--- src/rtl/bus_arbiter.sv ---
// bus_arbiter: shares one memory port between instruction fetch (ibus) and load/store (dbus).
// Optional slave-response watchdog (parameter TIMEOUT) is built when BUS_ARB_TIMEOUT_EN is defined.

module bus_arbiter #(
    parameter int unsigned MAX_D_STREAK = 4
`ifdef BUS_ARB_TIMEOUT_EN
    ,
    parameter int unsigned TIMEOUT      = 64
`endif
) (
    input  logic        i_clk,
    input  logic        i_rst_n,

    input  logic        i_ibus_req,
    input  logic [31:0] i_ibus_addr,
    output logic [31:0] o_ibus_data,
    output logic        o_ibus_rsp,

    input  logic        i_dbus_req,
    input  logic        i_dbus_we,
    input  logic [31:0] i_dbus_addr,
    input  logic [31:0] i_dbus_wdata,
    input  logic [3:0]  i_dbus_be,
    output logic [31:0] o_dbus_data,
    output logic        o_dbus_rsp,

    output logic        o_s_req,
    output logic        o_s_we,
    output logic [31:0] o_s_addr,
    output logic [31:0] o_s_wdata,
    output logic [3:0]  o_s_be,
    input  logic [31:0] i_s_data,
    input  logic        i_s_rsp,

    output logic        o_err
);

    typedef enum logic [1:0] {
        IDLE,
        GNT_I,
        GNT_D
    } state_t;

    localparam logic [3:0] STREAK_LIMIT = 4'(MAX_D_STREAK);

    state_t     state;
    logic [3:0] streak;
    logic       timeout_hit;
    logic       s_done;
    logic       d_wins;

    // D normally wins; once it has taken STREAK_LIMIT grants in a row, a waiting fetch goes next.
    assign d_wins = i_dbus_req && !(i_ibus_req && (streak == STREAK_LIMIT));
    assign s_done = i_s_rsp || timeout_hit;

    always_ff @(posedge i_clk or negedge i_rst_n) begin
        if (!i_rst_n) begin
            state   <= IDLE;
            streak  <= 4'd0;
            o_s_req <= 1'b0;
        end else begin
            case (state)
                IDLE: begin
                    if (d_wins) begin
                        state   <= GNT_D;
                        o_s_req <= 1'b1;
                        if (streak != STREAK_LIMIT) begin
                            streak <= streak + 4'd1;
                        end
                    end else if (i_ibus_req) begin
                        state   <= GNT_I;
                        o_s_req <= 1'b1;
                        streak  <= 4'd0;
                    end else begin
                        streak  <= 4'd0;
                    end
                end
                GNT_I, GNT_D: begin
                    if (s_done) begin
                        state   <= IDLE;
                        o_s_req <= 1'b0;
                    end
                end
                default: begin
                    state   <= IDLE;
                    o_s_req <= 1'b0;
                end
            endcase
        end
    end

`ifdef BUS_ARB_TIMEOUT_EN
    localparam int unsigned TO_W = (TIMEOUT > 1) ? $clog2(TIMEOUT) : 1;

    logic [TO_W-1:0] to_cnt;

    // Counts cycles spent waiting on the slave; held at zero whenever no grant is open.
    always_ff @(posedge i_clk or negedge i_rst_n) begin
        if (!i_rst_n) begin
            to_cnt <= '0;
        end else if ((state == IDLE) || s_done) begin
            to_cnt <= '0;
        end else begin
            to_cnt <= to_cnt + TO_W'(1);
        end
    end

    assign timeout_hit = (state != IDLE) && !i_s_rsp && (to_cnt == TO_W'(TIMEOUT - 1));
`else
    assign timeout_hit = 1'b0;
`endif

    assign o_err = timeout_hit;

    // A master that dropped req mid-grant no longer sees its response.
    always_comb begin
        o_s_we      = 1'b0;
        o_s_addr    = 32'h0;
        o_s_wdata   = 32'h0;
        o_s_be      = 4'h0;
        o_ibus_rsp  = 1'b0;
        o_ibus_data = 32'h0;
        o_dbus_rsp  = 1'b0;
        o_dbus_data = 32'h0;
        case (state)
            GNT_I: begin
                o_s_addr = i_ibus_addr;
                o_s_be   = 4'hF;
                if (i_ibus_req) begin
                    o_ibus_rsp = s_done;
                    if (i_s_rsp) begin
                        o_ibus_data = i_s_data;
                    end
                end
            end
            GNT_D: begin
                o_s_we    = i_dbus_we;
                o_s_addr  = i_dbus_addr;
                o_s_wdata = i_dbus_wdata;
                o_s_be    = i_dbus_be;
                if (i_dbus_req) begin
                    o_dbus_rsp = s_done;
                    if (i_s_rsp) begin
                        o_dbus_data = i_s_data;
                    end
                end
            end
            default: begin
            end
        endcase
    end

endmodule

--- config.mk ---
export PLATFORM = sky130hd
export DESIGN_NAME = bus_arbiter
export DESIGN_NICKNAME = d
export VERILOG_FILES = /design/src/rtl/bus_arbiter.sv
export SDC_FILE = /design/constraint.sdc
export NUM_CORES = 1
export LEC_CHECK = 0
export ABC_AREA = 1
export ABC_CLOCK_PERIOD_IN_PS = 1400
export CORE_AREA = 2 2 106 108
export CTS_CLUSTER_DIAMETER = 120
export DETAILED_ROUTE_END_ITERATION = 7
export DIE_AREA = 0 0 108 110
export GPL_TIMING_DRIVEN = 1
export SLEW_MARGIN = 15
export SYNTH_ARGS = -nofsm -noshare
export SYNTH_HDL_FRONTEND = slang
export SYNTH_SLANG_ARGS = --single-unit
--- constraint.sdc ---
create_clock -name i_clk -period 1.4 [get_ports i_clk]
set_input_delay 0.28 -clock i_clk [delete_from_list [all_inputs] [get_ports i_clk]]
set_output_delay 0.28 -clock i_clk [all_outputs]
set_load 0.005 [all_outputs]
==> metrics.json <==
{
  "run_status": {
    "outcome": "complete, but fails checks",
    "violations": "setup timing"
  },
  "layout": {
    "fillers": 1015,
    "area_growth_syn_to_layout_pct": 243,
    "multi_input_comb_area_um2": 1950,
    "layout_commonest_cell": "clkdlybuf4s50_1",
    "drive_above_1_share": 0.596,
    "diodes": 0,
    "layout.cells.most_common_list": "clkdlybuf4s50_1 (137), buf_2 (103), nand2_1 (62)",
    "finish.net_count": 832,
    "register_area_um2": 175
  },
  "logic_synthesis": {
    "post_synthesis_compound_gate_area_fraction": 0.117,
    "postSynthAreaPerCell_um2": 4.92,
    "syn_inst_count": 356,
    "yosys.area_share.xor_xnor": 0,
    "yosys_warnings": 0,
    "share_of_the_yosys_chip_area_belonging_to_registers": 0.100,
    "synth_top_family_by_area": "simple AND/OR/NAND/NOR gates",
    "synthDominantAreaCellType": "nand2_1",
    "synth.top_cell.area_share": 0.259,
    "synthAdderAreaFrac": 0.0357,
    "netlist_area_um2": 1750,
    "muxShareOfSynthArea": 0,
    "synth_top_cells_by_area": "nand2_1 (26%), inv_1 (16%), nor2_2 (11%), a21oi_1 (10%), dfrtp_1 (10%)",
    "syn_nets": 499,
    "yosys.area_share.simple": 0.490,
    "post_synth_num_cell_types": 19,
    "register_bit_count_reported_by_yosys": 7
  },
  "timing": {
    "clock-skew-final_ns": 0.00542,
    "totalNegativeSetupSlack_ns": -60.16,
    "portion_of_the_clock_cycle_consumed_by_the_worst_path_in_the_final_layout": 1.40,
    "finalSetupViolCount": 135,
    "slew_viol_final": 0,
    "rsz0062_at_grt": "yes",
    "max_freq_mhz": 509,
    "hold_slack_ns": 0.324,
    "post_route_minimum_period_ns": 1.96,
    "layout_setup_ws_ns": -0.563,
    "report.final.hold_viol_count": 0
  },
  "placed_design": {
    "io_buffer_count": 273,
    "dpl.hpwl_um": 8750,
    "detailedPlace.worstSlack_ns": -0.791,
    "place.gp.congestion": 0.885
  },
  "critical_path": {
    "cp.arrival_ns": 1.68,
    "crit_path_top_delay_cell": "dfrtp_1",
    "critical_path.startpoint_type": "register",
    "cp_top_family": "buffers and inverters",
    "r2r-start": "state[1]$_DFFE_PN0P_",
    "r2r_setup_slk_ns": 0.11,
    "crit_type": "reg -> out",
    "worstReg2RegEnd": "state[0]$_DFFE_PN0P_",
    "critical_path_peak_fanout": 6,
    "critical_path.n_buffers_inverters": 6,
    "crit_required_ns": 1.12,
    "timing.critical_path.cells": "buf_6 > ha_4 > inv_4 > nor3_4 > inv_2 > buf_12 > buf_16 > nor2_2 > buf_2",
    "worst_r2r_path_depth": 6,
    "worst_path_largest_cell_delay_ns": 0.39,
    "cp-end-kind": "primary output"
  },
  "routing": {
    "post_drt_via_cell_ratio": 4.19,
    "route.final.wire_length_um": 12600,
    "first_pass_iters": 4,
    "drt-initial-drc-count": 126,
    "vias": 3466,
    "postRouteAntennaNets": 0,
    "drt-wirelength-per-cell_um": 15.2,
    "detail_route.drc_violations": 0
  },
  "global_route": {
    "grt_usage": 0.180,
    "global_route_wire_length_before_repair_um": 17000,
    "antenna_found_initial": 0,
    "grt.overflow.total": 0,
    "grt_pass1_vias": 3270,
    "grt_start_max_net_pins": 31
  },
  "clock_network": {
    "clk_pin_slew_ns": 0.04,
    "tritoncts_clock_tree": "built",
    "tritoncts_sink_count": 7,
    "cts_made_buffers": 3,
    "clock-root-buffer": "clkbuf_8",
    "ctsLongestPathBuffers": 2,
    "clock_latency_ns": 0.23,
    "cts_htree_levels": 1
  },
  "hold_path": {
    "hp-class": "in -> async"
  },
  "floorplan": {
    "die_h_um": 110,
    "die_width_um": 108,
    "fp_rows": 38,
    "fp.dieArea_um2": 11900,
    "initial_utilization": 0.164,
    "ioPinCount": 275,
    "core_region_area_um2": 10700
  },
  "power_and_ir_drop": {
    "power.density_cell_area_nw_per_um2": 1180,
    "totalPowerFinal_mw": 7.11,
    "max_vdd_drop_mv": 0.992,
    "static-leakage-power_nw": 3.11
  },
  "job": {
    "cap_viol_max_count": 0
  }
}
==> through the flow <==
stage / util / instances / area, um2
final: 0.561 / 828 / 6010
after global routing: 0.561 / 828 / 6010
after CTS: 0.485 / 816 / 5190
after detailed placement: 0.457 / 776 / 4890
after global placement: 0.457 / 776 / 4890
after floorplan: - / 356 / 1850
==> layer usage <==
| metal | wire length [um] | track usage |
|---|---|---|
| met5 | 0 | 0 |
| met2 | 6920 | 0.349 |
| met1 | 4590 | 0.204 |
| met3 | 880 | 0.0347 |
| met4 | 210 | 0.0330 |
==> Yosys cell counts (all sizes together) <==
master / number
dfrtp: 7
buf: 13
clkbuf: 9
nor3: 2
o21ai: 5
conb: 1
nand3: 7
nand4: 2
ha: 5
a21oi: 36
nor2: 66
nand2: 121
inv: 81
clkinv: 1
==> registers in the layout, indices dropped and copies added, names as in the netlist <==
name,count
o_s_req,1
state,2
streak,4
==> worst max-delay path by stage <==
stage	startpoint	to	slack (ns)	cells after the start
final	state[1]$_DFFE_PN0P_	o_dbus_data[29]	-0.56	9
after floorplan	state[0]$_DFFE_PN0P_	o_dbus_data[10]	-0.13	8
after CTS	state[1]$_DFFE_PN0P_	o_dbus_data[29]	-0.60	9
after detailed placement	i_dbus_req	o_dbus_data[0]	-0.79	7
after global placement	i_s_rsp	o_ibus_data[28]	-0.79	7
after global routing	state[1]$_DFFE_PN0P_	o_dbus_data[27]	-0.65	9
==> logic make-up after synthesis <==
kind of cell | count (synthesis)
AO/OA/AOI/OAI | 41
buffers and inverters | 104
adder cells (fa/ha/maj) | 5
flip-flops | 7
other | 1
AND/OR/NAND/NOR | 198
==> timing repair <==
item / 4_1_cts / 5_1_grt
pin swaps: 7 / 27
hold buffers: 0 / 0
setup buffers: 32 / 11
gates resized for setup: 651 / 192
gates cloned: 7 / 6
endpoints found under the setup margin: 135 / 140
==> power by group <==
group / switching (mW) / internal [mW]
logic: 3.03 / 3.46
registers: 0.0575 / 0.276
clock network: 0.0918 / 0.197
total: 3.18 / 3.94
==> layout make-up <==
type	count	area share
timing repair buffer	350	0.556
multi-input combinational	245	0.325
inverter	82	0.0533
sequential	7	0.0292
tap	140	0.0292
clock buffer	4	0.00750
Power figures use the tool's default switching activity.
